**src/rtl/mac_operand_sequencer_pkg.sv**
```systemverilog
// Shared definitions for the MAC operand sequencer.
//   seq_state_t    : sequencer FSM states (IDLE, PRESENT, HOLD)
//   DEFAULT_DEPTH  : default operand FIFO depth
//   DEFAULT_DW     : default operand width
//   DEFAULT_ENTRY_W: entry width {a, b, clr} for the default operand width
//   entry_width()  : entry width for any operand width (2*dw+1)
package mac_operand_sequencer_pkg;

  typedef enum logic [1:0] {
    ST_IDLE    = 2'd0,
    ST_PRESENT = 2'd1,
    ST_HOLD    = 2'd2
  } seq_state_t;

  localparam int DEFAULT_DEPTH   = 4;
  localparam int DEFAULT_DW      = 8;
  localparam int DEFAULT_ENTRY_W = 2 * DEFAULT_DW + 1;

  function automatic int entry_width(input int dw);
    return 2 * dw + 1;
  endfunction

endpackage

```
**src/rtl/mac_operand_sequencer_op_fifo.sv**
```systemverilog
// Synchronous operand FIFO with a registered occupancy count.
// Ports:
//   clk, rst  : clock, asynchronous active-high reset (empties the FIFO)
//   push      : write wdata this edge (ignored when full)
//   pop       : drop the head entry this edge (ignored when empty)
//   wdata     : entry to write
//   rdata     : current head entry (valid when empty is low)
//   level     : registered number of stored entries, 0..DEPTH
//   full      : level == DEPTH
//   empty     : level == 0
module op_fifo #(
  parameter int DEPTH = 4,
  parameter int W     = 17
) (
  input  logic                       clk,
  input  logic                       rst,
  input  logic                       push,
  input  logic                       pop,
  input  logic [W-1:0]               wdata,
  output logic [W-1:0]               rdata,
  output logic [$clog2(DEPTH):0]     level,
  output logic                       full,
  output logic                       empty
);

  localparam int AW = $clog2(DEPTH);
  localparam int LW = AW + 1;

  logic [W-1:0]  mem [DEPTH];
  logic [AW-1:0] wptr;
  logic [AW-1:0] rptr;
  logic          do_push;
  logic          do_pop;

  assign full    = (level == LW'(DEPTH));
  assign empty   = (level == '0);
  assign do_push = push && !full;
  assign do_pop  = pop && !empty;
  assign rdata   = mem[rptr];

  // Storage carries no reset; pointers and count define what is valid.
  always_ff @(posedge clk) begin
    if (do_push) begin
      mem[wptr] <= wdata;
    end
  end

  // DEPTH is a power of two, so pointers wrap naturally.
  always_ff @(posedge clk or posedge rst) begin
    if (rst) begin
      wptr  <= '0;
      rptr  <= '0;
      level <= '0;
    end else begin
      if (do_push) begin
        wptr <= wptr + AW'(1);
      end
      if (do_pop) begin
        rptr <= rptr + AW'(1);
      end
      case ({do_push, do_pop})
        2'b10:   level <= level + LW'(1);
        2'b01:   level <= level - LW'(1);
        default: level <= level;
      endcase
    end
  end

endmodule

```
**src/rtl/mac_operand_sequencer.sv**
```systemverilog
// MAC operand sequencer: queues {a, b, clr} entries from a host and presents
// them one at a time to a MAC change-detect interface, holding each entry for
// at least max(hold_cycles, 1) cycles.
// Handshake: an entry is accepted on a rising edge where in_valid and
// in_ready are both high; in_ready depends only on the registered FIFO level
// (a same-cycle pop does not raise it), and in_valid may not depend on in_ready.
// Ports:
//   clk, rst          : clock, asynchronous active-high reset
//   in_valid/in_ready : host entry handshake
//   in_a, in_b, in_clr: offered entry
//   hold_cycles       : hold time per entry, sampled when an entry is presented
//   data_a, data_b    : registered operands to the MAC
//   clear_mult        : registered clear level to the MAC
//   op_strobe         : pulse in the first cycle of each presented entry
//   dup_pair          : pulse with op_strobe when the entry repeats the previous one
//   busy              : presenting/holding an entry or entries queued
//   fifo_level        : registered FIFO occupancy
module mac_operand_sequencer
  import mac_operand_sequencer_pkg::*;
#(
  parameter int DEPTH = DEFAULT_DEPTH,
  parameter int DW    = DEFAULT_DW
) (
  input  logic                   clk,
  input  logic                   rst,
  input  logic                   in_valid,
  output logic                   in_ready,
  input  logic [DW-1:0]          in_a,
  input  logic [DW-1:0]          in_b,
  input  logic                   in_clr,
  input  logic [3:0]             hold_cycles,
  output logic [DW-1:0]          data_a,
  output logic [DW-1:0]          data_b,
  output logic                   clear_mult,
  output logic                   op_strobe,
  output logic                   dup_pair,
  output logic                   busy,
  output logic [$clog2(DEPTH):0] fifo_level
);

  localparam int EW = entry_width(DW);

  seq_state_t    state;
  seq_state_t    state_next;
  logic [3:0]    hold_cnt;
  logic [3:0]    hold_cnt_next;
  logic          load;
  logic          push;
  logic [EW-1:0] head;
  logic          fifo_full;
  logic          fifo_empty;

  assign in_ready = !fifo_full;
  assign push     = in_valid && in_ready;
  assign busy     = (state != ST_IDLE) || !fifo_empty;

  op_fifo #(
    .DEPTH (DEPTH),
    .W     (EW)
  ) u_fifo (
    .clk   (clk),
    .rst   (rst),
    .push  (push),
    .pop   (load),
    .wdata ({in_a, in_b, in_clr}),
    .rdata (head),
    .level (fifo_level),
    .full  (fifo_full),
    .empty (fifo_empty)
  );

  // hold_cnt holds the number of cycles still to run after the current one,
  // so an entry occupies PRESENT plus hold_cnt HOLD cycles in total.
  always_comb begin
    state_next    = state;
    hold_cnt_next = hold_cnt;
    load          = 1'b0;
    case (state)
      ST_IDLE: begin
        if (!fifo_empty) begin
          load = 1'b1;
        end
      end
      ST_PRESENT, ST_HOLD: begin
        if (hold_cnt != 4'd0) begin
          state_next    = ST_HOLD;
          hold_cnt_next = hold_cnt - 4'd1;
        end else if (!fifo_empty) begin
          load = 1'b1;
        end else begin
          state_next = ST_IDLE;
        end
      end
      default: begin
        state_next = ST_IDLE;
      end
    endcase
    if (load) begin
      state_next    = ST_PRESENT;
      // A hold of 0 behaves like 1: no extra cycles after PRESENT.
      hold_cnt_next = (hold_cycles == 4'd0) ? 4'd0 : hold_cycles - 4'd1;
    end
  end

  always_ff @(posedge clk or posedge rst) begin
    if (rst) begin
      state    <= ST_IDLE;
      hold_cnt <= 4'd0;
    end else begin
      state    <= state_next;
      hold_cnt <= hold_cnt_next;
    end
  end

  // Outputs only move on a presentation edge; reset value 0 matches the
  // MAC change detector's own reset state.
  always_ff @(posedge clk or posedge rst) begin
    if (rst) begin
      data_a     <= '0;
      data_b     <= '0;
      clear_mult <= 1'b0;
      op_strobe  <= 1'b0;
      dup_pair   <= 1'b0;
    end else begin
      op_strobe <= load;
      dup_pair  <= load && (head == {data_a, data_b, clear_mult});
      if (load) begin
        {data_a, data_b, clear_mult} <= head;
      end
    end
  end

endmodule

```
**config.mk**
```make
export PLATFORM = sky130hd
export DESIGN_NAME = mac_operand_sequencer
export DESIGN_NICKNAME = d
export VERILOG_FILES = /design/src/rtl/mac_operand_sequencer_pkg.sv /design/src/rtl/mac_operand_sequencer_op_fifo.sv /design/src/rtl/mac_operand_sequencer.sv
export SDC_FILE = /design/constraint.sdc
export NUM_CORES = 1
export LEC_CHECK = 0
export BUFFER_PORTS_ARGS = -buffer_cell sky130_fd_sc_hd__buf_2
export CORE_MARGIN = 2
export CORE_UTILIZATION = 52
export CTS_CLUSTER_DIAMETER = 80
export CTS_CLUSTER_SIZE = 10
export DETAILED_ROUTE_END_ITERATION = 8
export PLACE_DENSITY = 0.76
export SETUP_SLACK_MARGIN = 0.5
export SYNTH_ARGS = -nofsm -noshare
export SYNTH_HDL_FRONTEND = slang
export SYNTH_SLANG_ARGS = --single-unit
```
**constraint.sdc**
```tcl
create_clock -name clk -period 2.45 [get_ports clk]
set_input_delay 0.49 -clock clk [delete_from_list [all_inputs] [get_ports clk]]
set_output_delay 0.49 -clock clk [all_outputs]
set_load 0.01 [all_outputs]
```
==> results.md <==
- Worst reg2reg path depth: 12
- Setup crit start kind: flip-flop
- Syn avg cell area: 15.0 µm²
- Sequential-to-total area share from yosys stat: 67.7%
- Share of cells above drive strength 1: 34.0%
- Post-Route WL: 7.72 mm
- Hold Violations, Final: 0
- Mux contribution to synthesized area: 10.1%
- Grt total ovfl: 0
- Clock Sink Count: 100
- Diode count: 0
- #FFs+latches synth: 100
- 1st-iter DRT viols: 149
- Achievable Freq: 476 MHz
- Cell Area, Synth: 0.00420 mm²
- Compound-Gate Fraction of Synth Area: 2.47%
- Root Buffer: clkbuf_8
- Cells along the critical path: inv_2 -> ha_4 -> nor3b_4 -> a21oi_2 -> nand2b_4 -> inv_4 -> ha_4 -> inv_2 -> fa_2 -> xor2_2 -> nor2_2 -> xor2_1
- Clk_lat worst skew: 0.35 ns
- Antenna Nets Post-Route: 0
- First-pass GRT wire length: 12.3 mm
- Yosys warning count: 0
- Inserted Clock Buffers: 9
- Async SR Flop Fraction: 32.0%
- WS Path Type: reg2reg
- Die height: 93.9 µm
- RSZ-0062 raised after global routing: yes
- Bufs and invs on worst path: 3
- CP required: 2.74 ns
- Crit path max-delay family: adder cells
- H-tree depth: 3
- Post-synthesis net count: 315
- R2R Setup Slk: 0.35 ns
- Initial core utilization: 54.1%
- Via count: 2,447
- Pin count of the biggest net entering global routing: 33
- RR Endpoint: u_fifo.level[2]
- # setup viols final: 0
- Final Wtd Congestion: 0.723
- Routed WL per cell: 16.6 µm
- Std cell rows: 32
- Post-synthesis xor/xnor area fraction: 5.21%
- Nets: 391
- Relative slew slack: 71.2%
- Worst r2r src: hold_cnt[1]
- First-pass detailed-route iteration total: 4
- Worst min path class: in2async
- Critical Path AT: 2.39 ns
- Io pins: 48
- Least-Margin Pin Slew: 0.432 ns
- Setup TNS: 0 ns
- P per Cell Area: 1340 mW/mm²
- Critical-path maximum fanout: 2
- Peak supply drop: 0.000570 V
- IO Port Bufs: 47
- Switching share of power: 36.4%
- Total power: 0.00678 W
- Outcome: completed
- Post-synth EDFFs: 68
- P_leak: 2.06 nW
- Commonest non-fill, non-tap cells in the layout: edfxtp_1, nand2_1, buf_2
- Vias in the first global route: 2,571
- GRT Util Overall: 18.9%
- Top cell type's share of synthesized area: 48.6%
- DRC: 0
- Max incr delay on CP: 0.41 ns
- Final-layout fill cell count: 591
- Initial antenna violation count: 0
- Clock power frac: 15.4%
- Internal power: 0.00431 W
- Largest family of logic cells by synthesized area: multiplexers
- Sequential power share: 39.3%
- Synthesis-to-finish area growth: 20.2%
- Final Critical Period: 2.10 ns
- Vias per cell: 5.27
- Hpwl dp: 4.84 mm
- Switching pwr: 0.00247 W
- CTS tree: built
- Cell taking the most area after synthesis: edfxtp_1
- Unique masters post-synth: 34
- Synth Area in Simple Gates: 8.93%
- Die area: 0.00882 mm²
- Die width: 93.9 µm
- Period utilization: 85.8%
- Worst-path clk slew: 0.10 ns
- Slew Limit Fails: 0
- Hold Buf Count CTS: 0
- Final Skew: 0.00879 ns
- Setup crit end kind: flip-flop
- Ranking of synthesized cells by area: edfxtp_1, dfrtp_1, mux4_2
- Dominant synthesized flop cell: edfxtp_1
- Core area: 0.00777 mm²
- CTS max path bufs: 2
- Max Cap Viol: 0
- Logic pwr share: 45.3%
- Commonest non-fill, non-tap cell in the layout: edfxtp_1
- Mapped Cells: 281
- Post-synthesis adder-cell area fraction: 3.16%
- Critical-path top delay cell: dfrtp_1
-- routing by layer --
layer	vias up	track usage (%)	part of all wire (%)
li1	1164	-	-
met1	1207	23.4	42
met2	67	33.2	53
met3	9	3.85	4.1
met4	0	6.16	1.2
met5	-	0	0
-- power by group through the flow --
stage / combinational (W) / sequential, W / clock (W)
final: 0.00307 / 0.00266 / 0.00105
after global routing: 0.00341 / 0.00272 / 0.00112
after CTS: 0.00290 / 0.00265 / 0.00107
after global placement: 0.00259 / 0.00266 / 0
after detailed placement: 0.00268 / 0.00268 / 0
after floorplan: 0.00195 / 0.00268 / 0
-- through the flow --
stage / hold slack [ns] / area (µm²) / std cells / util, % / setup WS, ns
after floorplan: 0.510 / 4250 / 281 / - / 0.184
after global placement: 0.502 / 4640 / 433 / 59.7 / 0.316
after detailed placement: 0.512 / 4640 / 433 / 59.7 / 0.273
after CTS: 0.221 / 4950 / 457 / 63.8 / 0.396
after global routing: 0.242 / 5050 / 464 / 65.0 / 0.210
final: 0.214 / 5050 / 464 / 65.0 / 0.348
-- logic make-up (layout without fill, tap and decap cells) --
logic type / after synthesis / in the layout
AOI/OAI and AO/OA: 18 / 18
xor gates and xnor gates: 25 / 25
adders and majority gates: 10 / 10
buffers and inverters: 22 / 103
DFF: 100 / 100
muxes: 23 / 23
and+or+nand+nor: 83 / 83
-- worst register-to-register path: stages, from the launching register on --
cell and delay [ns]:
dfrtp_1 0.41, inv_2 0.09, ha_4 0.13, nor3b_4 0.21, a21oi_2 0.07, nand2b_4 0.15
inv_4 0.07, ha_4 0.13, inv_2 0.03, fa_2 0.34, xor2_2 0.15, nor2_2 0.12
xor2_1 0.14
-- cell usage after synthesis (all sizes together), types with 2 or more instances --
library cell	instances
nor2	5
edfxtp	68
dfrtp	32
o21ai	9
ha	9
and3	4
clkbuf	2
a21oi	4
nand3	3
nor3	5
xnor2	15
mux2	3
buf	7
nand2	55
nor4	2
nand4	3
mux4	14
mux2i	6
inv	13
xor2	10
-- how the worst max path moves through the flow --
| stage | start | to | depth (start not counted) |
|---|---|---|---|
| 6_report | hold_cnt[1] | u_fifo.level[2] | 12 |
| 2_1_floorplan | hold_cnt[0] | u_fifo.level[2] | 14 |
| 3_3_place_gp | hold_cnt[0] | u_fifo.level[2] | 12 |
| 3_5_place_dp | hold_cnt[0] | u_fifo.level[2] | 12 |
| 4_1_cts | hold_cnt[0] | u_fifo.level[2] | 12 |
| 5_1_grt | hold_cnt[1] | u_fifo.level[2] | 12 |
-- registers in the layout (all words and copies together) (netlist names) --
| signal | flops |
|---|---|
| clear_mult | 1 |
| data_a | 8 |
| data_b | 8 |
| dup_pair | 1 |
| hold_cnt | 4 |
| op_strobe | 1 |
| state | 2 |
| u_fifo.level | 3 |
| u_fifo.mem | 68 |
| u_fifo.rptr | 2 |
| u_fifo.wptr | 2 |
-- layout make-up --
class	count	area (µm²)	share of cell area, %
sequential	100	2850	56.3
timing repair buffer	74	484	9.59
clock buffer	10	128	2.53
multi-input combinational	159	1340	26.6
tap	102	128	2.53
inverter	13	51.3	1.02
clock inverter	6	71.3	1.41
-- repair_timing --
item	in CTS	in global routing
pin swaps	5	4
endpoints found under the setup margin	3	5
buffers inserted	8	6
cloned	0	1
resized for setup	9	7
No activity file was read; power rests on OpenSTA's default activity.
